===== src/rtl/fifo_pkg.sv =====
// Shared constants and width helpers for the single-clock FIFO family.
package fifo_pkg;

  localparam int DEF_DATA_W = 16;
  localparam int DEF_DEPTH  = 16;

  // Read-port modes selected by the FWFT parameter.
  localparam int FWFT_STD = 0;
  localparam int FWFT_ON  = 1;

  function automatic int ptr_w(input int depth);
    return (depth > 1) ? $clog2(depth) : 1;
  endfunction

  // One extra bit so that a completely full FIFO (count == DEPTH) is representable.
  function automatic int cnt_w(input int depth);
    return $clog2(depth) + 1;
  endfunction

endpackage


===== src/rtl/sync_fifo_param_if.sv =====
// Request/response bundle between a FIFO (slave) and the block driving it (master).
interface sync_fifo_param_if
  import fifo_pkg::*;
#(
  parameter int DATA_W = DEF_DATA_W,
  parameter int DEPTH  = DEF_DEPTH
);

  localparam int CNT_W = cnt_w(DEPTH);

  logic              clr;
  logic              wr;
  logic [DATA_W-1:0] wdata;
  logic              rd;
  logic [DATA_W-1:0] rdata;
  logic              rvalid;
  logic              full;
  logic              empty;
  logic              almost_full;
  logic              almost_empty;
  logic [CNT_W-1:0]  count;
  logic              overflow;
  logic              underflow;

  modport master (
    output clr, wr, wdata, rd,
    input  rdata, rvalid, full, empty, almost_full, almost_empty,
           count, overflow, underflow
  );

  modport slave (
    input  clr, wr, wdata, rd,
    output rdata, rvalid, full, empty, almost_full, almost_empty,
           count, overflow, underflow
  );

endinterface


===== src/rtl/fifo_mem.sv =====
// DEPTH x DATA_W flop RAM: synchronous write port, asynchronous read port.
module fifo_mem
  import fifo_pkg::*;
#(
  parameter int DATA_W = DEF_DATA_W,
  parameter int DEPTH  = DEF_DEPTH
) (
  input  logic                    clk,
  input  logic                    i_we,
  input  logic [ptr_w(DEPTH)-1:0] i_waddr,
  input  logic [DATA_W-1:0]       i_wdata,
  input  logic [ptr_w(DEPTH)-1:0] i_raddr,
  output logic [DATA_W-1:0]       o_rdata
);

  logic [DATA_W-1:0] r_mem [DEPTH];

  // NOTE: the storage array is deliberately not reset; validity is tracked by the
  // pointers and count, and leaving it out keeps the array as plain enable flops.
  always_ff @(posedge clk) begin
    if (i_we) begin
      r_mem[i_waddr] <= i_wdata;
    end
  end

  assign o_rdata = r_mem[i_raddr];

endmodule


===== src/rtl/sync_fifo_param.sv =====
// Single-clock parametrised FIFO with occupancy count, threshold flags, optional
// first-word-fall-through read port, synchronous flush and sticky error flags.
module sync_fifo_param
  import fifo_pkg::*;
#(
  parameter int DATA_W    = DEF_DATA_W,
  parameter int DEPTH     = DEF_DEPTH,
  parameter int AFULL_TH  = DEPTH - 2,
  parameter int AEMPTY_TH = 2,
  parameter int FWFT      = FWFT_STD
) (
  input  logic              clk,
  input  logic              rst_n,
  sync_fifo_param_if.slave  bus
);

  localparam int PTR_W = ptr_w(DEPTH);
  localparam int CNT_W = cnt_w(DEPTH);

  localparam logic [PTR_W-1:0] PTR_ONE   = PTR_W'(1);
  localparam logic [CNT_W-1:0] CNT_ONE   = CNT_W'(1);
  localparam logic [CNT_W-1:0] CNT_FULL  = CNT_W'(DEPTH);
  localparam logic [CNT_W-1:0] CNT_AFULL = CNT_W'(AFULL_TH);
  localparam logic [CNT_W-1:0] CNT_AEMP  = CNT_W'(AEMPTY_TH);

  logic [PTR_W-1:0]  r_wptr;
  logic [PTR_W-1:0]  r_rptr;
  logic [CNT_W-1:0]  r_count;
  logic              r_overflow;
  logic              r_underflow;
  logic              r_rvalid;
  logic [DATA_W-1:0] r_rdata;

  logic              w_full;
  logic              w_empty;
  logic              w_wr_ok;
  logic              w_rd_ok;
  logic              w_mem_we;
  logic [DATA_W-1:0] w_mem_rdata;

  // Flags decode the registered count, so they describe the state after the last edge.
  assign w_full  = (r_count == CNT_FULL);
  assign w_empty = (r_count == '0);

  assign w_wr_ok  = bus.wr && !w_full;
  assign w_rd_ok  = bus.rd && !w_empty;
  assign w_mem_we = rst_n && !bus.clr && w_wr_ok;

  fifo_mem #(
    .DATA_W (DATA_W),
    .DEPTH  (DEPTH)
  ) u_mem (
    .clk     (clk),
    .i_we    (w_mem_we),
    .i_waddr (r_wptr),
    .i_wdata (bus.wdata),
    .i_raddr (r_rptr),
    .o_rdata (w_mem_rdata)
  );

  // NOTE: all state below uses non-blocking assignments so every register samples
  // the pre-edge values of its neighbours, independent of statement order.
  always_ff @(posedge clk) begin
    if (!rst_n) begin
      r_wptr      <= '0;
      r_rptr      <= '0;
      r_count     <= '0;
      r_overflow  <= 1'b0;
      r_underflow <= 1'b0;
      r_rvalid    <= 1'b0;
      r_rdata     <= '0;
    end else if (bus.clr) begin
      // Flush drops both requests; memory and the last rdata are left untouched.
      r_wptr      <= '0;
      r_rptr      <= '0;
      r_count     <= '0;
      r_overflow  <= 1'b0;
      r_underflow <= 1'b0;
      r_rvalid    <= 1'b0;
    end else begin
      if (w_wr_ok) begin
        r_wptr <= r_wptr + PTR_ONE;
      end
      if (w_rd_ok) begin
        r_rptr  <= r_rptr + PTR_ONE;
        r_rdata <= w_mem_rdata;
      end
      if (w_wr_ok && !w_rd_ok) begin
        r_count <= r_count + CNT_ONE;
      end else if (w_rd_ok && !w_wr_ok) begin
        r_count <= r_count - CNT_ONE;
      end
      if (bus.wr && w_full) begin
        r_overflow <= 1'b1;
      end
      if (bus.rd && w_empty) begin
        r_underflow <= 1'b1;
      end
      r_rvalid <= w_rd_ok;
    end
  end

  // FWFT exposes the head entry directly; standard mode presents the registered pop.
  assign bus.rdata        = (FWFT == FWFT_ON) ? w_mem_rdata : r_rdata;
  assign bus.rvalid       = (FWFT == FWFT_ON) ? !w_empty    : r_rvalid;
  assign bus.full         = w_full;
  assign bus.empty        = w_empty;
  assign bus.almost_full  = (r_count >= CNT_AFULL);
  assign bus.almost_empty = (r_count <= CNT_AEMP);
  assign bus.count        = r_count;
  assign bus.overflow     = r_overflow;
  assign bus.underflow    = r_underflow;

endmodule

===== src/flat_wrapper.sv =====
// flat-port wrapper written by rule: the top's interface ports become plain ports
module sync_fifo_param_flat import fifo_pkg::*;
#(
  parameter int DATA_W    = DEF_DATA_W,
  parameter int DEPTH     = DEF_DEPTH,
  parameter int AFULL_TH  = DEPTH - 2,
  parameter int AEMPTY_TH = 2,
  parameter int FWFT      = FWFT_STD
)
  (clk, rst_n, bus_clr, bus_wr, bus_wdata, bus_rd, bus_rdata, bus_rvalid, bus_full, bus_empty, bus_almost_full, bus_almost_empty, bus_count, bus_overflow, bus_underflow);
  sync_fifo_param_if #(.DATA_W(DATA_W), .DEPTH(DEPTH)) bus_i ();
  input  logic clk;
  input  logic rst_n;
  input wire logic [$bits(bus_i.clr)-1:0] bus_clr;
  input wire logic [$bits(bus_i.wr)-1:0] bus_wr;
  input wire logic [$bits(bus_i.wdata)-1:0] bus_wdata;
  input wire logic [$bits(bus_i.rd)-1:0] bus_rd;
  output wire logic [$bits(bus_i.rdata)-1:0] bus_rdata;
  output wire logic [$bits(bus_i.rvalid)-1:0] bus_rvalid;
  output wire logic [$bits(bus_i.full)-1:0] bus_full;
  output wire logic [$bits(bus_i.empty)-1:0] bus_empty;
  output wire logic [$bits(bus_i.almost_full)-1:0] bus_almost_full;
  output wire logic [$bits(bus_i.almost_empty)-1:0] bus_almost_empty;
  output wire logic [$bits(bus_i.count)-1:0] bus_count;
  output wire logic [$bits(bus_i.overflow)-1:0] bus_overflow;
  output wire logic [$bits(bus_i.underflow)-1:0] bus_underflow;
  assign bus_i.clr = bus_clr;
  assign bus_i.wr = bus_wr;
  assign bus_i.wdata = bus_wdata;
  assign bus_i.rd = bus_rd;
  assign bus_rdata = bus_i.rdata;
  assign bus_rvalid = bus_i.rvalid;
  assign bus_full = bus_i.full;
  assign bus_empty = bus_i.empty;
  assign bus_almost_full = bus_i.almost_full;
  assign bus_almost_empty = bus_i.almost_empty;
  assign bus_count = bus_i.count;
  assign bus_overflow = bus_i.overflow;
  assign bus_underflow = bus_i.underflow;
  sync_fifo_param #(.DATA_W(DATA_W), .DEPTH(DEPTH), .AFULL_TH(AFULL_TH), .AEMPTY_TH(AEMPTY_TH), .FWFT(FWFT)) u_core (.clk(clk), .rst_n(rst_n), .bus(bus_i));
endmodule

===== config.mk =====
export PLATFORM = sky130hd
export DESIGN_NAME = sync_fifo_param_flat
export DESIGN_NICKNAME = d
export VERILOG_FILES = /design/src/rtl/fifo_pkg.sv /design/src/rtl/sync_fifo_param_if.sv /design/src/rtl/fifo_mem.sv /design/src/rtl/sync_fifo_param.sv /design/src/flat_wrapper.sv
export SDC_FILE = /design/constraint.sdc
export NUM_CORES = 1
export LEC_CHECK = 0
export ABC_AREA = 1
export CORE_UTILIZATION = 30
export DETAILED_ROUTE_END_ITERATION = 7
export PLACE_DENSITY = 0.54
export SKIP_CTS_REPAIR_TIMING = 1
export SLEW_MARGIN = 5
export SYNTH_ARGS = -nofsm -noshare
export SYNTH_HDL_FRONTEND = slang
export SYNTH_SLANG_ARGS = --single-unit

===== constraint.sdc =====
create_clock -name clk -period 6.9 [get_ports clk]
set_input_delay 1.38 -clock clk [delete_from_list [all_inputs] [get_ports clk]]
set_output_delay 1.38 -clock clk [all_outputs]
set_load 0.05 [all_outputs]

* After elaboration in Yosys (flattened, before gate mapping)
Memories as Yosys holds them, arrays and structs flattened. A register that Yosys moved wholly into a read port is not among the register bits.
Cells that the tools add are included.
** Word-level totals
- Flip-flop bits (word level) :: 16
- Bits in writable memories :: 256
- Memories kept :: 1
** Cells by class
- Add/subtract/negate cells :: 4
- Magnitude comparators :: 2
- Equality and inequality tests :: 1
- Muxes and demuxes :: 4
- Bitwise operators :: 2
- Reduce and logical (&&, ||, !) cells :: 18
** Memory list
- u_core.u_mem.r_mem :: depth 16, width 16, rd ports 1, clocked after Yosys merged registers in 1, wr ports 1, RTL line fifo_mem.sv:16 : logic [DATA_W-1:0] r_mem [DEPTH];
** Operators by type and width (count)
- $mux W5 :: 2
- $add A4 B1 Y4 const B :: 2
- $logic_and A1 B1 Y1 :: 8
- $logic_not A1 Y1 :: 6
- $add A5 B1 Y5 const B :: 1
- $eq A5 B5 Y1 const B :: 1
- $ge A5 B4 Y1 const B :: 1
- $le A5 B2 Y1 const B :: 1
- $logic_not A5 Y1 :: 1
- $sub A5 B1 Y5 const B :: 1
- $mux W1 :: 2
- $not A1 Y1 :: 2
- $reduce_and A2 Y1 :: 1
- $reduce_bool A2 Y1 :: 1
- $reduce_or A2 Y1 :: 1

* Depth between registers and ports, before layout
- Depth after elaboration :: 7
- Gate-level depth with buffers :: 14
- Mapped depth without buffers :: 14

* Modules after synthesis
From an unflattened synthesis, not the netlist that was laid out.
** Unflattened totals
- Cell total of the unflattened synthesis :: 1322
- Area, all modules :: 12833.6 µm²
** By module, submodules not included
- fifo_mem :: instances 1, cells an instance 1058, area an instance 11060.6 µm²
- sync_fifo_param :: instances 1, cells an instance 264, area an instance 1773.0 µm²

* Worst setup path after synthesis
Ideal clock, no wire load.
- Path kind :: input to register
- From :: input port rst_n
- To :: memory u_core.u_mem.r_mem[9][0] (netlist bit) (enable)
- Setup time :: 0.409 ns
- Data arrival time :: 3.168 ns
- Data required time :: 6.491 ns
- Setup slack :: 3.322 ns
- Stages on the path :: 7
- Path buffers :: 1
- Path through :: buf_4 inv_1 nor2_4 inv_1 nor2_1 inv_1 nor3_1
** On the way
- Cells in the longest elaborated chain, start to end :: 4
** RTL lines
- start: declaration :: RTL line flat_wrapper.sv:13 : input logic rst_n;
- $logic_and A1 B1 Y1 (2 in series) :: RTL line sync_fifo_param.sv:47 : assign w_mem_we = rst_n && !bus.clr && w_wr_ok;
- $mux W1 :: RTL line fifo_mem.sv:21 : if (i_we) begin
- $mux W1 (implied by the code) :: RTL line fifo_mem.sv:22 : r_mem[i_waddr] <= i_wdata;
- end: declaration :: RTL line fifo_mem.sv:16
No other way between the ends.

* Final worst setup path
- From :: input port rst_n
- To :: memory u_core.u_mem.r_mem[14][14] (netlist bit) (enable)
Same word-level chain as after synthesis.

==> summary.txt <==
largest net degree at the start of global routing = 78
worst skew pair latency = 0.55 ns
Synth Area in Adders = 1.06%
Slew HR = 23.2%
Worst Slack Setup Final = 2.83 ns
fin nets = 1274
Synth Area in Simple Gates = 21.2%
initial antenna violation count = 0
Max clock buf depth = 3
Worst Hold Class = reg -> reg
Crit path required time = 7.08 ns
overflow left after global routing = 0
Pleak = 0.00583 µW
post-synthesis xor/xnor area fraction = 0.351%
level count of the clock H-tree = 1
YS warnings = 0
area delta synth->final = 15.7%
Worst EP arrival = 4.25 ns
final core occ = 35.3%
final hold vios = 0
final critical-path required period = 4.07 ns
IO Pins = 49
GRT Overall Usage = 15.4%
Die W = 206 µm
Die Height = 206 µm
DP Worst Slack = 2.10 ns
DRC = 0
Inserted Diodes = 0
status = complete, no violations
worst clock skew = 0.0161 ns
RSZ-0062 raised after global routing = false
CP Capture Type = flip-flop
Multi-input gate area = 3150 µm²
Initial Util = 30.5%
Avg Vias per Cell = 4.56
Compound-Gate Fraction of Synth Area = 2.08%
routability cong. = 0.803
crit path kind = in -> reg
total number of vias = 8197
clock-pin transition on the worst setup and hold timing paths = 0.06 ns
Comb pwr share = 12.6%
post-route ant nets = 0
Avg Cell Area, Syn = 10.3 µm²
First-pass DRT Iterations = 5
input/output buffers = 48
worst hold slack = 0.473 ns
Worst Reg-to-Reg Cells = 10
sequential element share of the synthesized area = 66.7%
Rows = 74
clk sinks = 288
mux cell area share after synthesis = 0%
share of post-route cells with drive strength above 1 = 7.26%
Total Wirelength = 31900 µm
Synthesized Nets = 1241
P_int = 3120 µW
Die ar. = 42400 µm²
fin. max-slew vios = 0
sw power = 1080 µW
Routed WL per cell = 17.8 µm
DP Wirelength = 19300 µm
Switching Fraction = 25.6%
hold depth = 2
startpoint class of the critical path = primary input
vias in the first global route = 7981
Crit Path Max Fanout = 17
synth unique cells = 32
Clk network pwr share = 40.9%
Post-Syn Instances = 1210
Period Utilization, post-route = 59.0%
worst-margin pin slew = 1.15 ns
Iter 0 DRT Violations = 734
worst vdd ir = 0.000142 V
CTS tree = yes
power density cells = 291 nW/µm²
Num CTS Buffers = 31
Post-Syn Area = 12500 µm²
max cap viols = 0
Final setup viols = 0
#FFs+latches synth = 288
first-pass GRT wire length = 48300 µm
Flop pwr share = 46.6%
Seq. cell area = 8330 µm²
clk root buf = clkbuf_16
fmax = 246 MHz
fillcell total = 4152
setup TNS = 0 ns
Core Region = 40900 µm²
largest family of logic cells by synthesized area = simple AND/OR/NAND/NOR gates
critical path, cell delays in order:
cell and delay (ns):
clkdlybuf4s50_1 0.82, inv_1 0.15, nor2_4 0.25, inv_1 0.33, nor2_1 0.27, nand2_1 0.27, nor2_2 0.76
Yosys cell counts:
master	n	share of area (%)
dfxtp_1	32	5.1
buf_6	15	1.4
o21bai_1	1	0.060
nor3_1	9	0.36
nor2_2	1	0.050
inv_2	2	0.060
nand4_1	1	0.050
nand2_2	1	0.050
nand4_2	1	0.10
inv_4	1	0.050
buf_4	13	0.78
o21a_1	16	0.96
xor2_1	4	0.28
nand3_1	179	7.2
xnor2_1	1	0.070
inv_1	168	5.1
a21oi_1	16	0.64
fa_1	1	0.16
nand2_1	417	13
buf_1	4	0.12
buf_2	15	0.60
nor2_4	2	0.18
buf_8	1	0.12
nor2_1	18	0.54
clkinv_1	2	0.060
o31ai_1	1	0.060
o21ai_0	9	0.36
nor3b_2	1	0.10
nand2_4	1	0.090
clkbuf_1	12	0.36
edfxtp_1	256	62
ha_1	9	0.90
layer usage:
layer,vias to the layer above,track usage [%],wire length (µm)
met4,0,4.54,751
li1,3998,-,-
met1,3927,20.9,14100
met2,226,25.4,15400
met3,46,2.07,1680
met5,-,0,0
cells by family after synthesis:
family	Yosys count
flip-flops	288
AO/OA/AOI/OAI	43
AND/OR/NAND/NOR	631
adder cells (fa/ha/maj)	10
XOR/XNOR	5
buffers and inverters	233
registers in the layout, indices dropped and copies added, names as in the netlist:
signal                flops
u_core.bus.overflow       1
u_core.bus.rdata         16
u_core.bus.underflow      1
u_core.r_rptr             4
u_core.u_mem.r_mem      256
u_core.bus.count          5
u_core.bus.rvalid         1
u_core.r_wptr             4
stage by stage:
stage / instances / power (µW) / area [µm²]
3_3_place_gp: 1742 / 2520 / 13400
5_1_grt: 1799 / 4350 / 14400
6_report: 1799 / 4200 / 14400
3_5_place_dp: 1742 / 2520 / 13400
2_1_floorplan: 1210 / 2350 / 12500
4_1_cts: 1799 / 4240 / 14400
final timing paths:
check | startpoint | end | slack (ns)
worst max-delay path | rst_n | u_core.u_mem.r_mem[14][14] | 2.83
worst min-delay path | u_core.bus.overflow | u_core.bus.overflow | 0.47
worst max register to register | u_core.r_rptr[0] | u_core.bus.rdata[8] | 3.99
worst min register to register | u_core.bus.overflow | u_core.bus.overflow | 0.47
power groups by stage:
stage	Clock [µW]	Combinational, µW	Sequential, µW
3_3_place_gp	0	526	1990
6_report	1720	527	1960
5_1_grt	1810	579	1960
3_5_place_dp	0	527	1990
4_1_cts	1750	530	1960
2_1_floorplan	0	302	2040
cells in the final DEF (no fill, tap or decap), types with 2 or more instances in the layout:
master / Yosys / layout
nand2_1: 417 / 417
bufinv_16: 0 / 5
dfxtp_1: 32 / 30
inv_2: 2 / 3
clkinv_1: 2 / 6
clkbuf_1: 12 / 2
nor2_4: 2 / 2
buf_4: 13 / 12
nand3_1: 179 / 179
clkbuf_8: 0 / 4
o21a_1: 16 / 16
ha_1: 9 / 9
clkdlybuf4s50_1: 0 / 48
edfxtp_1: 256 / 256
inv_1: 168 / 167
xor2_1: 4 / 4
a21oi_1: 16 / 16
clkinv_2: 0 / 9
o21ai_0: 9 / 9
nor2_2: 1 / 9
nor3_2: 0 / 7
clkbuf_16: 0 / 31
nor2_1: 18 / 10
final cells by class:
| cell class | count | area share [%] |
|---|---|---|
| flip-flops and latches | 288 | 57.7 |
| multi-input cells | 689 | 21.8 |
| clock buffers | 37 | 5.81 |
| well taps | 532 | 4.61 |
| inverters | 173 | 4.51 |
| repair buffers | 60 | 3.95 |
| clock inverters | 20 | 1.57 |
(Power assumes the default switching activity.)
